### src/rtl/decode_stage_pipelined.sv
// Instruction-decode stage: opcode decode, register file with write-through bypass,
// sign extension, ID/EX register, load-use bubble insertion and flush.
module decode_stage_pipelined #(
  parameter int WORD_W = 32,
  parameter int NUM_REGS = 32,
  localparam int REG_AW = $clog2(NUM_REGS),
  parameter int ZERO_REG = 1,
  parameter int LU_BUBBLES = 1
) (
  input  logic              clk,
  input  logic              rst,
  input  logic              in_valid,
  output logic              in_ready,
  input  logic [31:0]       instruction,
  input  logic [WORD_W-1:0] pc_in,
  output logic              out_valid,
  input  logic              out_ready,
  input  logic              flush,
  input  logic              wb_en,
  input  logic [REG_AW-1:0] wb_addr,
  input  logic [WORD_W-1:0] wb_data,
  output logic [3:0]        ex_ctrl,
  output logic [2:0]        mem_ctrl,
  output logic [1:0]        wb_ctrl,
  output logic [WORD_W-1:0] pc_out,
  output logic [WORD_W-1:0] rd_data1,
  output logic [WORD_W-1:0] rd_data2,
  output logic [WORD_W-1:0] imm_ext,
  output logic [REG_AW-1:0] rs_out,
  output logic [REG_AW-1:0] rt_out,
  output logic [REG_AW-1:0] rd_out,
  output logic              illegal_op,
  output logic              hazard_stall
);

  localparam logic [5:0] OP_R   = 6'h00;
  localparam logic [5:0] OP_LW  = 6'h23;
  localparam logic [5:0] OP_SW  = 6'h2B;
  localparam logic [5:0] OP_BEQ = 6'h04;
  localparam logic       ZR     = (ZERO_REG != 0);

  function automatic logic [WORD_W-1:0] sext16(input logic [15:0] v);
    logic signed [15:0] s;
    s = signed'(v);
    return WORD_W'(s);
  endfunction

  logic [5:0]        opcode;
  logic [REG_AW-1:0] rs_idx, rt_idx, rd_idx;
  logic [3:0]        ex_dec;
  logic [2:0]        mem_dec;
  logic [1:0]        wb_dec;
  logic              ill_dec;
  logic              uses_rt;
  logic [WORD_W-1:0] regs [NUM_REGS];
  logic [WORD_W-1:0] rd1_p0, rd2_p0;
  logic              advance, in_fire;
  logic [2:0]        bub_cnt;

  logic              vld_p1;
  logic [3:0]        ex_ctrl_p1;
  logic [2:0]        mem_ctrl_p1;
  logic [1:0]        wb_ctrl_p1;
  logic [WORD_W-1:0] pc_p1, rd1_p1, rd2_p1, imm_p1;
  logic [REG_AW-1:0] rs_p1, rt_p1, rd_p1;
  logic              ill_p1;

  assign opcode = instruction[31:26];
  assign rs_idx = instruction[21 +: REG_AW];
  assign rt_idx = instruction[16 +: REG_AW];
  assign rd_idx = instruction[11 +: REG_AW];

  always_comb begin
    ex_dec  = '0;
    mem_dec = '0;
    wb_dec  = '0;
    ill_dec = 1'b0;
    case (opcode)
      OP_R:    begin ex_dec = 4'b1010; mem_dec = 3'b000; wb_dec = 2'b10; end
      OP_LW:   begin ex_dec = 4'b0100; mem_dec = 3'b100; wb_dec = 2'b11; end
      OP_SW:   begin ex_dec = 4'b0100; mem_dec = 3'b010; wb_dec = 2'b00; end
      OP_BEQ:  begin ex_dec = 4'b0001; mem_dec = 3'b001; wb_dec = 2'b00; end
      default: ill_dec = 1'b1;
    endcase
  end

  assign uses_rt = (opcode == OP_R) | (opcode == OP_SW) | (opcode == OP_BEQ);

  always_ff @(posedge clk or negedge rst) begin
    if (!rst) begin
      for (int i = 0; i < NUM_REGS; i++) regs[i] <= '0;
    end else if (wb_en && !(ZR && wb_addr == '0)) begin
      regs[wb_addr] <= wb_data;
    end
  end

  // Zero-forcing wins over the same-cycle write-through path.
  assign rd1_p0 = (ZR && rs_idx == '0) ? '0 :
                  (wb_en && wb_addr == rs_idx) ? wb_data : regs[rs_idx];
  assign rd2_p0 = (ZR && rt_idx == '0) ? '0 :
                  (wb_en && wb_addr == rt_idx) ? wb_data : regs[rt_idx];

  assign hazard_stall = vld_p1 & mem_ctrl_p1[2] & in_valid
                      & (!ZR || rt_p1 != '0)
                      & ((rt_p1 == rs_idx) | (uses_rt & (rt_p1 == rt_idx)));

  assign advance  = ~vld_p1 | out_ready;
  assign in_ready = rst & advance & ~hazard_stall & (bub_cnt == 3'd0) & ~flush;
  assign in_fire  = in_valid & in_ready;

  // ID/EX boundary: control
  always_ff @(posedge clk or negedge rst) begin
    if (!rst) begin
      vld_p1  <= 1'b0;
      bub_cnt <= 3'd0;
    end else if (flush) begin
      vld_p1  <= 1'b0;
      bub_cnt <= 3'd0;
    end else begin
      if (advance) vld_p1 <= in_fire;
      if (bub_cnt != 3'd0) bub_cnt <= bub_cnt - 3'd1;
      else if (hazard_stall && out_ready) bub_cnt <= 3'(LU_BUBBLES - 1);
    end
  end

  // ID/EX boundary: data
  always_ff @(posedge clk or negedge rst) begin
    if (!rst) begin
      ex_ctrl_p1  <= '0;
      mem_ctrl_p1 <= '0;
      wb_ctrl_p1  <= '0;
      pc_p1       <= '0;
      rd1_p1      <= '0;
      rd2_p1      <= '0;
      imm_p1      <= '0;
      rs_p1       <= '0;
      rt_p1       <= '0;
      rd_p1       <= '0;
      ill_p1      <= 1'b0;
    end else if (in_fire) begin
      ex_ctrl_p1  <= ex_dec;
      mem_ctrl_p1 <= mem_dec;
      wb_ctrl_p1  <= wb_dec;
      pc_p1       <= pc_in;
      rd1_p1      <= rd1_p0;
      rd2_p1      <= rd2_p0;
      imm_p1      <= sext16(instruction[15:0]);
      rs_p1       <= rs_idx;
      rt_p1       <= rt_idx;
      rd_p1       <= rd_idx;
      ill_p1      <= ill_dec;
    end
  end

  assign out_valid  = vld_p1;
  assign ex_ctrl    = ex_ctrl_p1;
  assign mem_ctrl   = mem_ctrl_p1;
  assign wb_ctrl    = wb_ctrl_p1;
  assign pc_out     = pc_p1;
  assign rd_data1   = rd1_p1;
  assign rd_data2   = rd2_p1;
  assign imm_ext    = imm_p1;
  assign rs_out     = rs_p1;
  assign rt_out     = rt_p1;
  assign rd_out     = rd_p1;
  assign illegal_op = ill_p1;

endmodule

### config.mk
export PLATFORM = sky130hd
export DESIGN_NAME = decode_stage_pipelined
export DESIGN_NICKNAME = d
export VERILOG_FILES = /design/src/rtl/decode_stage_pipelined.sv
export SDC_FILE = /design/constraint.sdc
export NUM_CORES = 2
export LEC_CHECK = 0
export CAP_MARGIN = 30
export CORE_MARGIN = 2
export CORE_UTILIZATION = 60
export CTS_CLUSTER_SIZE = 24
export DETAILED_ROUTE_END_ITERATION = 10
export GPL_ROUTABILITY_DRIVEN = 0
export GPL_TIMING_DRIVEN = 0
export PLACE_DENSITY = 0.79
export REMOVE_ABC_BUFFERS = 1
export SETUP_SLACK_MARGIN = 0.3
export SYNTH_ARGS = -nofsm -noshare
export SYNTH_HDL_FRONTEND = slang
export SYNTH_SLANG_ARGS = --single-unit
export TNS_END_PERCENT = 50
### constraint.sdc
create_clock -name clk -period 7.1 [get_ports clk]
set_input_delay 0.71 -clock clk [delete_from_list [all_inputs] [get_ports clk]]
set_output_delay 0.71 -clock clk [all_outputs]
set_load 0.005 [all_outputs]
; Word level (Yosys, flattened, before mapping)
; Cells that the tools add are included.
[totals]
register_bits = 1165
wordCells = 116
out_inout_bits = 156
in_bits = 107
[op_classes]
n_bitwise = 20
reduce_logical = 17
n_addsub = 1
order_cmp = 4
n_eq_ne = 7
muxes = 22
[op_table]
columns = operator, n
row1 = $bwmux W1024, 1
row2 = $bmux W32 S5, 2
row3 = $mux W32, 9
row4 = $demux W32 S5, 1
row5 = $eq A5 B5 Y1, 4
row6 = $ge A6 B6 Y1 const B, 3
row7 = $not A5 Y6, 3
row8 = $logic_not A5 Y1, 3
row9 = $eq A6 B6 Y1 const B, 2
row10 = $pmux W4 S3, 1
row11 = $and A1 B1 Y1, 10
row12 = $mux W3, 3
row13 = $pmux W3 S3, 1
row14 = $eq A6 B3 Y1 const B, 1
row15 = $logic_not A6 Y1, 1
row16 = $lt A6 B1 Y1 const B, 1
row17 = $reduce_bool A3 Y1, 2
row18 = $logic_and A1 B1 Y1, 5
row19 = $reduce_bool A5 Y1, 1
row20 = $or A1 B1 Y1, 4
row21 = $pmux W2 S2, 1
row22 = $reduce_or A4 Y1, 1
row23 = $logic_not A3 Y1, 1
row24 = $mux W1, 3
row25 = 5 further kinds, 7

; Logic depth before layout (Yosys ltp)
[logic_depth]
ltp_word = 13
ltp_mapped = 10
ltp_nobuf = 6

; Worst setup path after synthesis
; Ideal clock, no wire load.
[synth_path]
kind = input -> register
startpoint = in instruction[21]
endpoint = reg rd1_p1[10], in the netlist rd_data1[10]
n_path_buf = 3
cell_stages = 8
setup_time_ns = 0.131
path_slack_ns = 4.191
t_arrival_ns = 2.778
required_ns = 6.969
cell_sequence = buf_2 buf_1 buf_2 mux4_2 a221oi_1 a31oi_1 a21oi_1 mux2i_1
[synth_between]
elab_chain_cells = 8
word_cells_on_any_way = 17
classes_between = eq/ne (2) / mux (5) / bitwise (8) / reduce/logical (2)
[synth_lines]
columns = item, line
row1 = from (decl), 14  ; input logic [31:0] instruction,
row2 = branches (longest 8 deep; another with $bmux W32 S5), -
row3 = to (signal assigned), 145  ; rd1_p1 <= rd1_p0;
row4 = to (decl), 64  ; logic [WORD_W-1:0] pc_p1, rd1_p1, rd2_p1, imm_p1;
; Several ways; the timed one is not identified. The select of a mux whose other input is x is not followed.
; A chain may end at the register's enable or synchronous reset.

; Final worst setup path
[layout_path]
startpoint = in rst
endpoint = out in_ready
[layout_between]
elab_chain_cells = 4
[layout_lines]
columns = item, line
row1 = from (decl), 11  ; input logic rst,
row2 = $and A1 B1 Y1 (4 in a row), 108  ; assign in_ready = rst & advance & ~hazard_stall & (bub_cnt == 3'd0) & ~flush;
row3 = to (decl), 13  ; output logic in_ready,
; No other way between the ends.

==> impl_table.tex <==
\begin{tabular}{lr}
\hline
Metric & Value \\
\hline
\multicolumn{2}{l}{\textbf{Yosys}} \\
Post-synth top area cell & dfrtp\_1 \\
Average cell area after synthesis & approximately 13 sq um \\
Dominant cells by area after synthesis & dfrtp\_1, mux2\_2, mux2i\_1, mux4\_2, clkbuf\_1 \\
Area of the mapped netlist & roughly 0.060 sq mm \\
Number of instances in the synthesized netlist & 4520 \\
Number of warnings issued by yosys & 0 \\
Distinct cell type count after synthesis & 42 \\
Sequential cell area fraction in the yosys report & about half \\
Fraction of registers with async set/reset & 100.0\% \\
Share of the synthesized area in the top cell type & between 40\% and 50\% \\
Leading register cell type out of synthesis & dfrtp\_1 \\
Number of enable flip-flop cells after synthesis & 0 \\
Number of synthesized register bits & 1158 \\
\multicolumn{2}{l}{\textbf{Global route}} \\
Initial antenna violation count & 0 \\
Total grt overflow & 0 \\
Number of global-route vias before repair & roughly 42k \\
Largest net degree at the start of global routing & around 180 \\
GRT Resource Usage Total & 33.94\% \\
Wire length of the first global-routing pass & 263400 microns \\
\multicolumn{2}{l}{\textbf{Critical path}} \\
Setup slack of the most critical reg-to-reg path & 3.84 ns \\
WP data arrival & 4.71 ns \\
Element type at the critical path start & primary input \\
CP Capture Type & primary output \\
Max FO, Critical Path & 155 \\
Reg2reg path depth & 7 \\
Worst Path Class, Setup & primary input to primary output \\
Data required time at the worst endpoint & between 6 and 7 ns \\
\multicolumn{2}{l}{\textbf{Route}} \\
Top sig layer & met5 \\
Per-cell routed wire length & a little under 30 microns \\
DRT met1 WL & approximately 68000 microns \\
Routed length on met2 & slightly above 80000 microns \\
Number of search-and-repair iterations in the first detailed-routing pass & 6 \\
Starting DRC count in detailed routing & 4800 \\
Detailed Route WL & 175300 microns \\
Count of antenna-violating nets left after detailed routing & 0 \\
DRC & 0 \\
DR vias & 41.27k \\
Number of vias per cell after detailed routing & roughly 7 \\
Met3 routed WL & around 16000 microns \\
\multicolumn{2}{l}{\textbf{Place}} \\
Buffers added on ports & about 260 \\
Worst setup slack before clock tree synthesis & 1.894 ns \\
Total half-perimeter wirelength after legalization and detailed placement & roughly 110000 microns \\
\multicolumn{2}{l}{\textbf{Die}} \\
Die area & approximately 0.10 sq mm \\
Initial standard-cell utilization of the core & between 60 and 70\% \\
Height of the die & between 300 and 400 microns \\
Row count & $\sim$120 \\
Area inside the core boundary & between 0.09 and 0.1 sq mm \\
I/O pin count & $\sim$260 \\
DIE WIDTH & around 320 microns \\
\multicolumn{2}{l}{\textbf{Final layout}} \\
Count of fill cells added during filler insertion & 6582 \\
Most common library cell in the layout ignoring fill and taps & dfrtp\_1 \\
NumNets Final & around 4.6k \\
Number of antenna diodes & 0 \\
Fraction of layout instances using a drive strength above 1 & a little under two fifths \\
Area growth, synth to finish & 15.36\% \\
Most frequent cells in the layout & dfrtp\_1, mux2\_2, mux2i\_1 \\
\multicolumn{2}{l}{\textbf{Clock tree}} \\
Library cell used as clock root buffer & clkbuf\_16 \\
CTS tree & yes \\
Clock sink total & approximately 1.2k \\
Clock input transition at the sequential cells of the worst setup and hold paths & about 0.060 ns \\
Post-cts gate resize count & 0 \\
Number of buffers between clock root and the deepest sink & 3 \\
TritonCTS buffer count & 120 \\
Insertion delay of the later-clocked pin in the worst-skew pair & approximately 0.73 ns \\
\# H-tree levels & 3 \\
\multicolumn{2}{l}{\textbf{STA}} \\
Setup repair after global routing missed its margin & no \\
Total count of hold-check failures in the final report & 0 \\
Worst clock skew & roughly 0.032 ns \\
Share of the cycle needed by the critical path after routing & about 76\% \\
Setup TNS after final layout & 0 ns \\
Max-slew violation count & 0 \\
Slew of the pin with the lowest slew margin & about 1.1 ns \\
Relative slew slack & 23.07\% \\
Final-report setup violation count & 0 \\
FMAX & $\sim$180 MHz \\
Least setup slack across all paths after layout & $\sim$1.7 ns \\
Post-route minimum period & $\sim$5.4 ns \\
\multicolumn{2}{l}{\textbf{Hold path}} \\
Class of the tightest hold or removal check & flip-flop to flip-flop \\
Cell depth of the worst min-delay path & 0 \\
\multicolumn{2}{l}{\textbf{Run}} \\
Max Cap Viol & 0 \\
\multicolumn{2}{l}{\textbf{Pwr}} \\
Leak Pwr & $\sim$31 nW \\
Peak ir drop on the vdd network & approximately 0.22 mV \\
Tot Pwr & 19.70 mW \\
Power density cells & between 200 and 300 mW/mm\^{}2 \\
\multicolumn{2}{l}{\textbf{Status}} \\
Status & completed \\
\hline
\end{tabular}
-- kinds of logic after synthesis --
| group | count (synthesis) | synth area share, % |
|---|---|---|
| compound gates | 521 | 5.814 |
| buf+inv | 564 | 3.809 |
| xor+xnor | 20 | 0.2909 |
| simple gates | 364 | 2.822 |
| fa+ha+maj | 2 | 0.04155 |
| mux | 1891 | 39.10 |
| flops | 1158 | 48.12 |
-- cell type report --
cell class              instances  area, sq um  area share, %
multi-input cells            2798        29280          42.15
clock inverters                52        624.3         0.8988
inverters                      69        259.0         0.3729
well taps                    1298         1624          2.338
repair buffers                382         5145          7.407
clock buffers                 173         3553          5.116
flip-flops and latches       1158        28980          41.72
-- routing by layer --
layer,track usage [%],up-vias
met5,0.3310,-
met1,44.66,21500
met2,54.30,2285
met4,16.81,3
met3,6.630,591
li1,-,16890
-- synthesized netlist by cell type, drive strengths merged (8+ instances only) --
cell / n
nor3b: 8
a22o: 64
a221oi: 64
a31oi: 64
dfrtp: 1158
a22oi: 128
xnor2: 12
mux2: 1057
a21oi: 195
buf: 160
nand2: 151
clkbuf: 335
mux2i: 578
inv: 69
nand3: 135
nor2: 25
xor2: 8
mux4: 256
-- metrics by stage --
stage	instance area, sq um	instances	hold WS (ns)	util [%]
after floorplan	58180	4025	0.3725	-
final	69460	5930	0.4019	69.56
after global routing	69460	5930	0.4180	69.56
after CTS	69280	5922	0.4017	69.38
after global placement	62430	5585	0.3836	62.52
after detailed placement	65090	5696	0.3882	65.18
-- what timing repair did --
item                                   CTS  global route
buffers inserted                         0             0
endpoints found under the hold margin   34             0
hold buffers                             1             0
-- final timing paths --
kind / start / end
worst max-delay path: rst / in_ready
worst min-delay path: regs[1015]$_DFFE_PN0P_ / regs[1015]$_DFFE_PN0P_
worst max register to register: rt_out[0]$_DFFE_PN0P_ / imm_ext[0]$_DFFE_PN0P_
worst min register to register: regs[1015]$_DFFE_PN0P_ / regs[1015]$_DFFE_PN0P_
max in group asynchronous: rst / rd_data1[29]$_DFFE_PN0P_
min in group asynchronous: rst / rd_data2[9]$_DFFE_PN0P_
-- sequential cells by signal, indices dropped and copies added, names as in the netlist --
signal	cells
bub_cnt	3
ex_ctrl	3
illegal_op	1
imm_ext	16
mem_ctrl	2
out_valid	1
pc_out	32
rd_data1	32
rd_data2	32
regs	1024
rs_out	5
rt_out	5
wb_ctrl	2
-- report_power, final --
part / total, mW / leakage (nW) / internal (mW) / switching, mW
sequential: 8.90 / 14.8 / 7.93 / 0.968
clock: 6.63 / 2.08 / 3.90 / 2.73
combinational: 4.17 / 14.4 / 2.50 / 1.67
-- worst max-delay path, cell delays in order --
cell and delay [ns]:
dlygate4sd3_1 0.61, buf_16 0.44, buf_16 0.53, buf_16 0.53, buf_16 0.48, nand3_1 0.19
nor3_1 0.21, clkdlybuf4s50_1 0.55
(Power assumes the default switching activity.)
